$ cat src/rtl/video_pkg.sv
// Shared timing constants for the 640x480@60 scanout path.
// All counter-facing constants are 10 bits wide so comparisons stay width-matched.
package video_pkg;

    localparam logic [9:0] H_VISIBLE     = 10'd640;
    localparam logic [9:0] H_FRONT_PORCH = 10'd16;
    localparam logic [9:0] H_SYNC        = 10'd96;
    localparam logic [9:0] H_BACK_PORCH  = 10'd48;
    localparam logic [9:0] H_TOTAL       = H_VISIBLE + H_FRONT_PORCH + H_SYNC + H_BACK_PORCH;
    localparam logic [9:0] H_SYNC_START  = H_VISIBLE + H_FRONT_PORCH;
    localparam logic [9:0] H_SYNC_END    = H_SYNC_START + H_SYNC - 10'd1;
    localparam logic [9:0] H_LAST        = H_TOTAL - 10'd1;

    localparam logic [9:0] V_VISIBLE     = 10'd480;
    localparam logic [9:0] V_FRONT_PORCH = 10'd10;
    localparam logic [9:0] V_SYNC        = 10'd2;
    localparam logic [9:0] V_BACK_PORCH  = 10'd33;
    localparam logic [9:0] V_TOTAL       = V_VISIBLE + V_FRONT_PORCH + V_SYNC + V_BACK_PORCH;
    localparam logic [9:0] V_SYNC_START  = V_VISIBLE + V_FRONT_PORCH;
    localparam logic [9:0] V_SYNC_END    = V_SYNC_START + V_SYNC - 10'd1;
    localparam logic [9:0] V_LAST        = V_TOTAL - 10'd1;

    localparam logic [9:0] VBLANK_START_LINE    = 10'd480;
    localparam logic [9:0] VBLANK_END_SOON_LINE = 10'd521;
    localparam logic [9:0] SWAP_FIRST_LINE      = 10'd522;
    localparam logic [9:0] SWAP_LAST_LINE       = 10'd477;

    localparam int PIPE_LAT = 4;

    // The PPU renders one 320-pixel row per two display lines, plus two
    // priming swaps during vertical blank ahead of the first visible row.
    function automatic logic is_swap_line(input logic [9:0] line);
        return (line == SWAP_FIRST_LINE) || (line == V_LAST) ||
               (line[0] && (line <= SWAP_LAST_LINE));
    endfunction

endpackage

$ cat src/rtl/video_scanout_if.sv
// Row-RAM and palette-RAM read ports between the scanout engine and the PPU memories.
interface video_scanout_if;

    logic [8:0]  rowram_rdaddr;
    logic [9:0]  rowram_rddata;
    logic [8:0]  palram_rdaddr;
    logic [63:0] palram_rddata;

    modport master (
        output rowram_rdaddr,
        output palram_rdaddr,
        input  rowram_rddata,
        input  palram_rddata
    );

    modport slave (
        input  rowram_rdaddr,
        input  palram_rdaddr,
        output rowram_rddata,
        output palram_rddata
    );

endinterface

$ cat src/rtl/video_timing.sv
// Free-running raster counters with visible/sync decode and registered PPU strobes.
module video_timing
    import video_pkg::*;
(
    input  logic       clk,
    input  logic       rst_n,
    output logic [8:0] pix_col,
    output logic       visible,
    output logic       hsync_act,
    output logic       vsync_act,
    output logic       vblank_start,
    output logic       vblank_end_soon,
    output logic       rowram_swap
);

    logic [9:0] hcount_q, hcount_d;
    logic [9:0] vcount_q, vcount_d;
    logic       vblank_start_q, vblank_start_d;
    logic       vblank_end_soon_q, vblank_end_soon_d;
    logic       rowram_swap_q, rowram_swap_d;

    always_comb begin
        hcount_d = hcount_q + 10'd1;
        vcount_d = vcount_q;
        if (hcount_q == H_LAST) begin
            hcount_d = '0;
            vcount_d = (vcount_q == V_LAST) ? '0 : vcount_q + 10'd1;
        end

        vblank_start_d    = (hcount_q == '0) && (vcount_q == VBLANK_START_LINE);
        vblank_end_soon_d = (hcount_q == '0) && (vcount_q == VBLANK_END_SOON_LINE);
        rowram_swap_d     = (hcount_q == H_LAST) && is_swap_line(vcount_q);
    end

    always_ff @(posedge clk or negedge rst_n) begin
        if (!rst_n) begin
            hcount_q          <= '0;
            vcount_q          <= '0;
            vblank_start_q    <= 1'b0;
            vblank_end_soon_q <= 1'b0;
            rowram_swap_q     <= 1'b0;
        end else begin
            hcount_q          <= hcount_d;
            vcount_q          <= vcount_d;
            vblank_start_q    <= vblank_start_d;
            vblank_end_soon_q <= vblank_end_soon_d;
            rowram_swap_q     <= rowram_swap_d;
        end
    end

    // Each PPU column covers two display columns.
    assign pix_col   = hcount_q[9:1];
    assign visible   = (hcount_q < H_VISIBLE) && (vcount_q < V_VISIBLE);
    assign hsync_act = (hcount_q >= H_SYNC_START) && (hcount_q <= H_SYNC_END);
    assign vsync_act = (vcount_q >= V_SYNC_START) && (vcount_q <= V_SYNC_END);

    assign vblank_start    = vblank_start_q;
    assign vblank_end_soon = vblank_end_soon_q;
    assign rowram_swap     = rowram_swap_q;

endmodule

$ cat src/rtl/video_scanout.sv
// Scanout top: row-RAM -> palette fetch pipeline with DE/sync delayed to stay aligned
// with the pixel data, PIPE_LAT clocks behind the raster counters.
module video_scanout
    import video_pkg::*;
#(
    parameter logic HSYNC_ACTIVE = 1'b0,
    parameter logic VSYNC_ACTIVE = 1'b0
) (
    input  logic                   clk,
    input  logic                   rst_n,
    video_scanout_if.master        mem,
    output logic                   rowram_swap,
    output logic                   vblank_start,
    output logic                   vblank_end_soon,
    output logic [23:0]            vid_rgb,
    output logic                   vid_de,
    output logic                   vid_hsync,
    output logic                   vid_vsync
);

    logic [8:0] pix_col;
    logic       visible;
    logic       hsync_act;
    logic       vsync_act;

    video_timing u_timing (
        .clk             (clk),
        .rst_n           (rst_n),
        .pix_col         (pix_col),
        .visible         (visible),
        .hsync_act       (hsync_act),
        .vsync_act       (vsync_act),
        .vblank_start    (vblank_start),
        .vblank_end_soon (vblank_end_soon),
        .rowram_swap     (rowram_swap)
    );

    logic [8:0]          rowram_rdaddr_q, rowram_rdaddr_d;
    logic                half_sel_q, half_sel_d;
    logic [PIPE_LAT-1:0] vis_pipe_q, vis_pipe_d;
    logic [PIPE_LAT-1:0] hs_pipe_q, hs_pipe_d;
    logic [PIPE_LAT-1:0] vs_pipe_q, vs_pipe_d;
    logic [23:0]         vid_rgb_q, vid_rgb_d;
    logic [23:0]         pal_entry;
    logic                unused_pal_pad;

    always_comb begin
        rowram_rdaddr_d = visible ? pix_col : '0;
        half_sel_d      = mem.rowram_rddata[0];
        vis_pipe_d      = {vis_pipe_q[PIPE_LAT-2:0], visible};
        hs_pipe_d       = {hs_pipe_q[PIPE_LAT-2:0], hsync_act};
        vs_pipe_d       = {vs_pipe_q[PIPE_LAT-2:0], vsync_act};
        pal_entry       = half_sel_q ? mem.palram_rddata[55:32] : mem.palram_rddata[23:0];
        // Blanked pixels are forced to black whatever the RAMs return.
        vid_rgb_d       = vis_pipe_q[PIPE_LAT-2] ? pal_entry : '0;
    end

    always_ff @(posedge clk or negedge rst_n) begin
        if (!rst_n) begin
            rowram_rdaddr_q <= '0;
            half_sel_q      <= 1'b0;
            vis_pipe_q      <= '0;
            hs_pipe_q       <= '0;
            vs_pipe_q       <= '0;
            vid_rgb_q       <= '0;
        end else begin
            rowram_rdaddr_q <= rowram_rdaddr_d;
            half_sel_q      <= half_sel_d;
            vis_pipe_q      <= vis_pipe_d;
            hs_pipe_q       <= hs_pipe_d;
            vs_pipe_q       <= vs_pipe_d;
            vid_rgb_q       <= vid_rgb_d;
        end
    end

    // Palette address comes straight off the row-RAM output so the palette read
    // overlaps the half-select capture; held at zero while in reset.
    assign mem.rowram_rdaddr = rowram_rdaddr_q;
    assign mem.palram_rdaddr = rst_n ? mem.rowram_rddata[9:1] : '0;

    assign unused_pal_pad = ^{mem.palram_rddata[63:56], mem.palram_rddata[31:24]};

    assign vid_rgb   = vid_rgb_q;
    assign vid_de    = vis_pipe_q[PIPE_LAT-1];
    assign vid_hsync = hs_pipe_q[PIPE_LAT-1] ? HSYNC_ACTIVE : ~HSYNC_ACTIVE;
    assign vid_vsync = vs_pipe_q[PIPE_LAT-1] ? VSYNC_ACTIVE : ~VSYNC_ACTIVE;

endmodule
$ cat src/flat_wrapper.sv
// flat-port wrapper written by rule: the top's interface ports become plain ports
module video_scanout_flat import video_pkg::*;
#(
    parameter logic HSYNC_ACTIVE = 1'b0,
    parameter logic VSYNC_ACTIVE = 1'b0
)
  (clk, rst_n, rowram_swap, vblank_start, vblank_end_soon, vid_rgb, vid_de, vid_hsync, vid_vsync, mem_rowram_rdaddr, mem_palram_rdaddr, mem_rowram_rddata, mem_palram_rddata);
  video_scanout_if mem_i ();
  input  logic clk;
  input  logic rst_n;
  output logic rowram_swap;
  output logic vblank_start;
  output logic vblank_end_soon;
  output logic [23:0] vid_rgb;
  output logic vid_de;
  output logic vid_hsync;
  output logic vid_vsync;
  output wire logic [$bits(mem_i.rowram_rdaddr)-1:0] mem_rowram_rdaddr;
  output wire logic [$bits(mem_i.palram_rdaddr)-1:0] mem_palram_rdaddr;
  input wire logic [$bits(mem_i.rowram_rddata)-1:0] mem_rowram_rddata;
  input wire logic [$bits(mem_i.palram_rddata)-1:0] mem_palram_rddata;
  assign mem_rowram_rdaddr = mem_i.rowram_rdaddr;
  assign mem_palram_rdaddr = mem_i.palram_rdaddr;
  assign mem_i.rowram_rddata = mem_rowram_rddata;
  assign mem_i.palram_rddata = mem_palram_rddata;
  video_scanout #(.HSYNC_ACTIVE(HSYNC_ACTIVE), .VSYNC_ACTIVE(VSYNC_ACTIVE)) u_core (.clk(clk), .rst_n(rst_n), .mem(mem_i), .rowram_swap(rowram_swap), .vblank_start(vblank_start), .vblank_end_soon(vblank_end_soon), .vid_rgb(vid_rgb), .vid_de(vid_de), .vid_hsync(vid_hsync), .vid_vsync(vid_vsync));
endmodule
$ cat config.mk
export PLATFORM = sky130hd
export DESIGN_NAME = video_scanout_flat
export DESIGN_NICKNAME = d
export VERILOG_FILES = /design/src/rtl/video_pkg.sv /design/src/rtl/video_scanout_if.sv /design/src/rtl/video_timing.sv /design/src/rtl/video_scanout.sv /design/src/flat_wrapper.sv
export SDC_FILE = /design/constraint.sdc
export NUM_CORES = 1
export LEC_CHECK = 0
export CORE_AREA = 2 2 86 88
export CTS_CLUSTER_DIAMETER = 150
export DETAILED_ROUTE_END_ITERATION = 7
export DIE_AREA = 0 0 88 90
export PLACE_DENSITY = 0.8
export SLEW_MARGIN = 15
export SYNTH_ARGS = -nofsm -noshare
export SYNTH_HDL_FRONTEND = slang
export SYNTH_SLANG_ARGS = --single-unit
export TNS_END_PERCENT = 50
$ cat constraint.sdc
create_clock -name clk -period 3.1 [get_ports clk]
set_input_delay 0.62 -clock clk [delete_from_list [all_inputs] [get_ports clk]]
set_output_delay 0.62 -clock clk [all_outputs]
set_load 0.01 [all_outputs]
==> key figures <==
CTS
  • CTS tree: built
  • Root Driver: clkbuf_8
  • Cts hold-fix bufs: 0
  • Post_cts resized: 0
  • Worst skew pair latency: around 350 ps
  • Clock slew at reported path FFs: 70 ps
  • Setup repair bufs after CTS: 0
  • H-tree Lvls: 3
  • Clk sinks: 69
  • CTS buffer count: 9
  • Clk buf depth: 2

Setup path
  • Worst EP required: 2480 ps
  • Top delay family on crit path: buffers and inverters
  • Startpoint types: input port
  • CP Max Fanout: 27
  • CP max stage cell: clkdlybuf4s50_1
  • Critical path class: in2out
  • Cells along the critical path: buf_2 > and2_1 > clkdlybuf4s50_1
  • Crit path DAT: 1790 ps
  • Critical path buffer and inverter count: 2
  • Crit-path max cell delay: 540 ps
  • CP Capture Type: output pin

Logic synthesis
  • Multiplexer share of the synthesized area: 0.08278
  • Most common cell in the netlist: dfrtp_1
  • Xor and xnor fraction of the mapped netlist area: 0.02018
  • Most frequent cells after synthesis: dfrtp_1, nor2b_1, mux2i_1
  • Number of synthesized flops with an enable pin: 0
  • Yosys reg bits: 69
  • Post-synthesis area per instance: 11.34 um^2
  • Sequential element share of the synthesized area: 0.5684
  • Area leader, netlist: dfrtp_1
  • Distinct cells, synth: 38
  • Async S/R FF share, synth: 1.000
  • Yosys warning total: 0
  • Largest family of logic cells by synthesized area: simple AND/OR/NAND/NOR gates
  • Area contributors post-synth: dfrtp_1, mux2i_1, nor2b_1
  • Top-area cell type share of the netlist area: 0.5684
  • Synth Area in Adders: 0.02883
  • Main flop type after synthesis: dfrtp_1
  • Synthesized area: 0.003038 mm^2
  • Mapped Cells: 268
  • Syn_nets: about 350
  • Synth Area in Simple Gates: 0.2117
  • Synth Area in Compound Gates: 0.05148

STA
  • Hold Fails Final Rpt: 0
  • Post-Route Skew: 5.981 ps
  • Worst slew pin tran: 651.0 ps
  • FMAX: around 410 MHz
  • Setup TNS: 0 ps
  • Final setup vio count: 0
  • RSZ-0062 raised after global routing: false
  • Slew HR: 0.5660
  • Max Slew Vio Count: 0
  • Post-route minimum period: approximately 2400 ps
  • Final worst slack: ~700 ps
  • Final period util: 0.7774

Placement
  • Placed Area: 0.004173 mm^2
  • Dpl ws: 664.1 ps
  • Port Buffers: 107
  • HPWL after DPL: 5059 um
  • GP Congestion: between 0.8 and 0.9

Layout
  • Finished Cell Area: 0.004372 mm^2
  • Number of fill cells: just under 600
  • # diodes: 0
  • Area grow syn2layout: 43.90%
  • Post-layout nets: 456
  • Share of layout cells above drive strength 1: 0.06614

Drt
  • DR vias: 2318
  • Average wire per standard cell: 14.66 um
  • DRT met1 WL: 2952 um
  • Initial DRT Pass Iterations: 4
  • DR vias/cell: 4.860
  • Routed Antenna Nets: 0
  • DR WL met2: 3267 um
  • Routed WL: approximately 7000 um
  • Drc violations: 0
  • Length of routed met3 wiring: approximately 670 um
  • Initial DRC count: 63
  • Top sig layer: met4

Global routing
  • Initial antenna violation count: 0
  • Vias in the first global route: ~2100
  • GR Overflow Total: 0
  • Overall Global Routing Usage: 0.1772
  • Pin count of the biggest net entering global routing: 53
  • First-pass GRT wire length: 10720 um

Power
  • PD cells: 429.0 mW/mm^2
  • Pleak: 1.856 nW
  • Total power: 1.875 mW
  • Worst VDD drop: 194.4 uV

Floorplan
  • Die height: 90 um
  • Initial Utilization: 0.4327
  • Io pins: 124
  • Core area: 0.007020 mm^2
  • Die X: 88 um
  • Rows: 31
  • Die ar.: between 0.007 and 0.008 mm^2

Run status
  • Status: finished, final reports clean

Flow run
  • Total of max-cap violations: 0

Hold path
  • Hold Path Class: in2async
layer usage:
layer  vias up  track usage
li1       1118            -
met4         0      0.07179
met1      1090       0.2206
met5         -            0
met3        11      0.06244
met2        99       0.2784
path summary, 6_finish.rpt:
check | startpoint | endpoint | slack (ps) | cells after the start
worst max-delay path | rst_n | mem_palram_rdaddr[2] | 690 | 3
worst min-delay path | rst_n | u_core.hs_pipe_q[1]$_DFF_PN0_ | 240 | 1
worst max register to register | u_core.u_timing.hcount_q[0]$_DFF_PN0_ | u_core.u_timing.vcount_q[9]$_DFFE_PN0N_ | 1090 | 5
worst min register to register | u_core.vis_pipe_q[1]$_DFF_PN0_ | u_core.vis_pipe_q[2]$_DFF_PN0_ | 350 | 0
max in group asynchronous | rst_n | u_core.mem.rowram_rdaddr[6]$_DFF_PN0_ | 1830 | 2
min in group clk | u_core.vis_pipe_q[1]$_DFF_PN0_ | u_core.vis_pipe_q[2]$_DFF_PN0_ | 350 | 0
power breakdown:
group / internal (mW) / total (mW) / switching (mW)
Sequential: 0.924 / 0.931 / 0.00750
Clock: 0.373 / 0.727 / 0.354
Combinational: 0.138 / 0.217 / 0.0792
Total: 1.44 / 1.88 / 0.440
sequential cells by signal, summed over array words and instances (netlist names):
name / count
u_core.vis_pipe_q: 4
u_core.half_sel_q: 1
u_core.vs_pipe_q: 4
u_core.hs_pipe_q: 4
u_core.vid_rgb: 24
u_core.u_timing.hcount_q: 10
u_core.u_timing.vcount_q: 10
u_core.mem.rowram_rdaddr: 9
u_core.u_timing.vblank_start: 1
u_core.u_timing.rowram_swap: 1
u_core.u_timing.vblank_end_soon: 1
placed cells by master (no fill, tap or decap), types with 2 or more instances in the layout:
cell / n
ha_1: 7
nand2b_1: 3
clkinvlp_4: 3
a31oi_1: 2
nor2_1: 8
and3_1: 5
xor2_1: 3
clkbuf_8: 9
a21oi_1: 11
nor2b_1: 26
o22ai_1: 4
mux2i_1: 24
inv_1: 11
a41oi_1: 2
o21ai_0: 5
clkdlybuf4s50_1: 106
nand3_1: 12
nand2_1: 9
nor4_1: 2
and2_1: 21
nor3_1: 5
or3_1: 2
buf_4: 2
nand4_1: 6
xnor2_1: 4
dfrtp_1: 69
worst reg2reg max path, cell delays in order, from the launching register on:
cell and delay (ps):
dfrtp_1 400, ha_1 220, and4_4 260, nand4b_1 460, or3_1 510, o21ai_0 80
cell type report:
type	instances	area, um^2	area share
sequential	69	1727	0.3950
multi-input combinational	173	1200	0.2745
clock inverter	7	75.07	0.01717
inverter	11	41.29	0.009445
clock buffer	9	123.9	0.02833
timing repair buffer	109	1081	0.2473
tap	99	123.9	0.02833
per-stage QoR:
stage                     hold slack [ps]    util  instances
after global routing                277.6  0.6227        477
after floorplan                     324.4       -        268
final                               242.7  0.6227        477
after detailed placement            335.8  0.5944        461
after CTS                           237.1  0.6227        477
after global placement              333.8  0.5944        461
kinds of logic after synthesis:
kind of cell    after synthesis
simple gates                107
xor+xnor                      7
buf+inv                      26
fa+ha+maj                     7
flops                        69
compound gates               27
mux                          25
No activity file was read; power rests on OpenSTA's default activity.
